## src/rtl/fetch_buffer.sv

```systemverilog
// fetch_buffer: in-order {addr, instr} queue between instr_fetch and decode.
// Latency: a word pushed in cycle N appears on out_* in cycle N+1 (no empty bypass).
// Backpressure: in_ready drops only when full (registered count); stall_en rises one entry early.
//
// Ports:
//   clk, rst_n              clock, asynchronous active-low reset
//   flush                   synchronous discard of all entries and any same-cycle push/pop
//   in_valid/in_ready       upstream handshake carrying in_addr/in_instr
//   out_valid/out_ready     downstream handshake carrying out_addr/out_instr (head entry)
//   count                   occupancy 0..DEPTH
//   stall_en                asserted when count >= DEPTH-1
module fetch_buffer #(
  parameter int ADDR_W = 9,
  parameter int DATA_W = 32,
  parameter int DEPTH  = 4
) (
  input  logic                       clk,
  input  logic                       rst_n,
  input  logic                       flush,
  input  logic                       in_valid,
  output logic                       in_ready,
  input  logic [ADDR_W-1:0]          in_addr,
  input  logic [DATA_W-1:0]          in_instr,
  output logic                       out_valid,
  input  logic                       out_ready,
  output logic [ADDR_W-1:0]          out_addr,
  output logic [DATA_W-1:0]          out_instr,
  output logic [$clog2(DEPTH):0]     count,
  output logic                       stall_en
);

  localparam int PW = $clog2(DEPTH);
  localparam int CW = PW + 1;
  localparam logic [CW-1:0] FULL_CNT  = CW'(DEPTH);
  localparam logic [CW-1:0] STALL_CNT = CW'(DEPTH - 1);

  // Storage is deliberately not reset; only pointers, count and the hold
  // registers are.
  logic [ADDR_W-1:0] addr_mem  [DEPTH];
  logic [DATA_W-1:0] instr_mem [DEPTH];

  logic [PW-1:0]     wr_ptr;
  logic [PW-1:0]     rd_ptr;
  logic [CW-1:0]     cnt_q;
  logic [ADDR_W-1:0] hold_addr_q;
  logic [DATA_W-1:0] hold_instr_q;

  logic push;
  logic pop;

  // Full/empty come from the occupancy counter only. in_ready has no path
  // from out_ready, so a full buffer refuses a push even while popping.
  assign in_ready  = (cnt_q != FULL_CNT);
  assign out_valid = (cnt_q != '0);
  assign stall_en  = (cnt_q >= STALL_CNT);
  assign count     = cnt_q;

  assign push = in_valid & in_ready & ~flush;
  assign pop  = out_valid & out_ready & ~flush;

  always_ff @(posedge clk) begin
    if (push) begin
      addr_mem[wr_ptr]  <= in_addr;
      instr_mem[wr_ptr] <= in_instr;
    end
  end

  always_ff @(posedge clk or negedge rst_n) begin
    if (!rst_n) begin
      wr_ptr <= '0;
      rd_ptr <= '0;
      cnt_q  <= '0;
    end else if (flush) begin
      wr_ptr <= '0;
      rd_ptr <= '0;
      cnt_q  <= '0;
    end else begin
      if (push) wr_ptr <= wr_ptr + PW'(1);
      if (pop)  rd_ptr <= rd_ptr + PW'(1);
      if (push && !pop)      cnt_q <= cnt_q + CW'(1);
      else if (pop && !push) cnt_q <= cnt_q - CW'(1);
    end
  end

  // Track the head while the buffer is non-empty so that an empty buffer
  // keeps presenting the last word decode saw (0 straight out of reset)
  // instead of unreset storage.
  always_ff @(posedge clk or negedge rst_n) begin
    if (!rst_n) begin
      hold_addr_q  <= '0;
      hold_instr_q <= '0;
    end else if (out_valid) begin
      hold_addr_q  <= addr_mem[rd_ptr];
      hold_instr_q <= instr_mem[rd_ptr];
    end
  end

  assign out_addr  = out_valid ? addr_mem[rd_ptr]  : hold_addr_q;
  assign out_instr = out_valid ? instr_mem[rd_ptr] : hold_instr_q;

endmodule
```

## config.mk

```make
export PLATFORM = sky130hd
export DESIGN_NAME = fetch_buffer
export DESIGN_NICKNAME = d
export VERILOG_FILES = /design/src/rtl/fetch_buffer.sv
export SDC_FILE = /design/constraint.sdc
export NUM_CORES = 1
export LEC_CHECK = 0
export ABC_AREA = 0
export CAP_MARGIN = 20
export CORE_ASPECT_RATIO = 1.1
export CORE_MARGIN = 2
export CORE_UTILIZATION = 25
export CTS_CLUSTER_DIAMETER = 60
export DETAILED_ROUTE_END_ITERATION = 12
export PLACE_DENSITY = 0.43
export SLEW_MARGIN = 10
export SYNTH_ARGS = -nofsm -noshare
export SYNTH_HDL_FRONTEND = slang
export SYNTH_SLANG_ARGS = --single-unit
```

## constraint.sdc

```tcl
create_clock -name clk -period 6.2 [get_ports clk]
set_input_delay 1.24 -clock clk [delete_from_list [all_inputs] [get_ports clk]]
set_output_delay 1.24 -clock clk [all_outputs]
set_load 0.02 [all_outputs]
```

==> impl_metrics.yaml <==
sta:
  rsz0062_at_grt: "no"
  period_needed_ns: 4.30
  slew-limit-headroom_pct: 34.8
  worst_slack_ns: 1.90
  clock_skew_ns: 0.0102
  final_setup_violating_endpoints: 0
  tightest_slew_ns: 0.979
  final_slew_violations: 0
  final.hold.worst_slack_ns: 0.491
  setup_tns_ns: 0
  finalCritPeriodShare_pct: 69.4
  maxClockFrequency_mhz: 232
  final_hold_viol_count: 0
cts:
  post_cts_buffers: 0
  clk_path_buf_depth: 3
  clock-sinks: 212
  clock_insertion_delay_worst_skew_ns: 0.52
  hold_buf_count_cts: 0
  clk_pin_slew_ns: 0.05
  cts-root-buf: "sky130_fd_sc_hd__clkbuf_16"
  cts_max_level: 1
  tritoncts: "yes"
  post_cts_resized: 0
  tritoncts.num_buffers: 27
placed_design:
  place_hpwl_mm: 9.83
  setup_ws_pre_cts_ns: 2.35
  port_buffers: 92
  place.gp.congestion: 0.631
detailed_routing:
  route.detailed.vias_per_inst: 4.16
  drt_first_iter_violations: 238
  antenna_violating_nets_remaining: 0
  finalWirelength_mm: 16.9
  wl_per_cell_um: 18.4
  route.detailed.drc: 0
  detailroute.via_count: 3827
  firstDrtPassIters: 4
worst_setup_path:
  timing.reg2reg.worst_path_depth: 7
  startpoint_type: "flip-flop"
  worst-endpoint-arrival_ns: 3.06
  critical_path.startpoint: "rd_ptr[0]"
  type_of_the_worst_setup_path: "flip-flop to output port"
  path_max_fanout: 43
  worstSetupEndpoint: "out_instr[0]"
  endpoint_kind: "output port"
  worst-endpoint-required_ns: 4.96
  worst_r2r_startpoint: "count[0]"
  reg2reg_setup_slack_ns: 3.06
  r2r-end: "count[1]"
logic_synthesis:
  muxShareOfSynthArea_pct: 18.7
  combinational_family_with_the_most_area_after_synthesis: "multiplexers"
  number_of_synthesized_register_bits: 212
  post_synthesis_net_count: 415
  synth.cell_area_um2: 8180
  synth.distinct_cells: 34
  synth-seq-area-share_pct: 74.9
  post_synth_inst_count: 364
  yosys.area_share.xor_xnor_pct: 0.643
  avgSynthCellArea_um2: 22.5
  simple_gate_area_share_of_the_yosys_netlist_pct: 1.48
  synth_adder_area_share_pct: 0.857
  synth-compound-area-share_pct: 0.949
  synth_warnings: 0
final_layout:
  area_growth_synth_to_finish_pct: 26.9
  fin_util_pct: 32.1
  drive_gt1_share_pct: 28.7
  finish.net_count: 522
global_route:
  track_usage_pct: 9.97
  grt_start_max_net_pins: 49
  grt_first_pass_wirelength_mm: 25.7
  first_global_vias: 4262
  grt.overflow.total: 0
  grt_antenna_before_repair: 1
floorplan:
  placementRows: 69
  die_x_um: 176
  design.portCount: 93
  die_area_um2: 34200
  die_h_um: 194
  floorplan.initialDensity_pct: 25.3
  design.core.area_um2: 32300
power:
  switchingPower_uw: 1630
  power-per-cell-area_nw_per_um2: 516
  pwr-share-comb_pct: 36.6
  power.static_leakage_uw: 0.00354
  swShare_pct: 30.5
  p_int_uw: 3730
  power.clock.fraction_pct: 27.6
  worst_ir_drop_vdd_mv: 0.252
  seq_power_share_pct: 35.8
run_status:
  run_status: "completed"
min_path:
  hold_path.class: "flip-flop to flip-flop"
run:
  drv.max_cap_violation_count: 0
==> registers in the layout, indices dropped and copies added (netlist names) <==
| name | cells |
|---|---|
| addr_mem | 36 |
| hold_addr_q | 9 |
| hold_instr_q | 32 |
| instr_mem | 128 |
| wr_ptr | 2 |
| count | 3 |
| rd_ptr | 2 |
==> critical path, stage by stage (launching register included) <==
cell                              delay [ns]
sky130_fd_sc_hd__dfrtp_4                1.04
sky130_fd_sc_hd__mux4_2                 0.64
sky130_fd_sc_hd__mux2_2                 0.29
sky130_fd_sc_hd__clkdlybuf4s50_1        0.55
==> area by class of cell <==
cell class | instances | area [µm²]
Sequential cell | 212 | 6130
Timing Repair Buffer | 98 | 973
Multi-Input combinational cell | 127 | 1860
Tap cell | 426 | 533
Antenna cell | 1 | 2.50
Fill cell | 3142 | 21900
Inverter | 5 | 18.8
Clock inverter | 17 | 151
Clock buffer | 33 | 708
==> layout by cell type (no fill, tap or decap), drive strengths merged, types with 2 or more instances in the layout <==
cell type      count
a21oi              2
mux2              41
mux4              41
dfrtp             48
inv                6
ha                 4
clkbuf            33
bufinv             2
nor2               6
clkinv             9
clkinvlp           5
xnor2              2
nand2              5
nand3              2
and2               5
buf                7
xor2               4
clkdlybuf4s50     91
edfxtp           164
o22ai              2
==> stage by stage <==
step                cells  area, µm²  total power (µW)
floorplan             364       8180              3270
global placement      867       9500              3930
detailed placement    868       9520              3940
CTS                   918      10400              5460
global route          919      10400              5630
finish                919      10400              5360
==> power by group through the flow <==
stage	Combinational [µW]	Sequential [µW]	Clock, µW
finish	1960	1920	1480
global route	2080	1950	1590
CTS	2000	1930	1530
detailed placement	1990	1950	0
global placement	1960	1970	0
floorplan	1430	1840	0
==> worst min-delay path by stage <==
stage | cells past startpoint | slack, ns | end | startpoint
2_1_floorplan | 1 | 0.52 | hold_addr_q[0] | hold_addr_q[0]
3_3_place_gp | 1 | 0.48 | hold_addr_q[4] | hold_addr_q[4]
3_5_place_dp | 1 | 0.48 | hold_instr_q[8] | hold_instr_q[8]
4_1_cts | 1 | 0.49 | hold_instr_q[8] | hold_instr_q[8]
5_1_grt | 1 | 0.50 | hold_instr_q[8] | hold_instr_q[8]
6_report | 1 | 0.49 | hold_instr_q[8] | hold_instr_q[8]
==> routing by layer <==
| metal | routed length (µm) | vias up | global-route usage (%) |
|---|---|---|---|
| met3 | 841 | 32 | 2.41 |
| met2 | 8520 | 106 | 17.0 |
| met4 | 452 | 0 | 3.18 |
| li1 | - | 1672 | - |
| met5 | 0 | - | 0 |
| met1 | 7070 | 2017 | 12.4 |
==> Yosys cell counts <==
master,number,area share [%]
sky130_fd_sc_hd__a32oi_1,1,0.11
sky130_fd_sc_hd__o22ai_1,2,0.15
sky130_fd_sc_hd__ha_1,4,0.61
sky130_fd_sc_hd__o21ai_0,1,0.061
sky130_fd_sc_hd__nand3b_1,1,0.092
sky130_fd_sc_hd__nor2_1,6,0.28
sky130_fd_sc_hd__or3b_2,1,0.11
sky130_fd_sc_hd__a221oi_1,1,0.11
sky130_fd_sc_hd__a21boi_0,1,0.092
sky130_fd_sc_hd__and2_1,5,0.38
sky130_fd_sc_hd__a21o_1,1,0.092
sky130_fd_sc_hd__clkbuf_1,6,0.28
sky130_fd_sc_hd__xnor2_1,2,0.21
sky130_fd_sc_hd__nand2_1,3,0.14
sky130_fd_sc_hd__nand2b_1,1,0.077
sky130_fd_sc_hd__buf_4,4,0.37
sky130_fd_sc_hd__o2bb2ai_1,1,0.11
sky130_fd_sc_hd__buf_12,4,0.98
sky130_fd_sc_hd__a311oi_1,1,0.11
sky130_fd_sc_hd__edfxtp_1,164,60
sky130_fd_sc_hd__nand3_1,2,0.12
sky130_fd_sc_hd__buf_6,3,0.41
sky130_fd_sc_hd__buf_2,3,0.18
sky130_fd_sc_hd__a21oi_1,2,0.12
sky130_fd_sc_hd__mux2_2,3,0.41
sky130_fd_sc_hd__xor2_1,4,0.43
sky130_fd_sc_hd__inv_1,5,0.23
sky130_fd_sc_hd__nand2_2,2,0.15
sky130_fd_sc_hd__mux2_4,38,7.0
sky130_fd_sc_hd__nor3_1,1,0.061
sky130_fd_sc_hd__or3_1,1,0.077
sky130_fd_sc_hd__dfrtp_1,48,15
sky130_fd_sc_hd__mux4_2,41,11
sky130_fd_sc_hd__fa_1,1,0.24
==> cell families (layout without fill, tap and decap cells) <==
group           after synthesis  count (layout)
compound gates               11              11
flops                       212             212
mux                          82              82
fa+ha+maj                     5               5
buf+inv                      25             153
other cells                   0               1
xor+xnor                      6               6
simple gates                 23              23
Power figures use the tool's default switching activity.
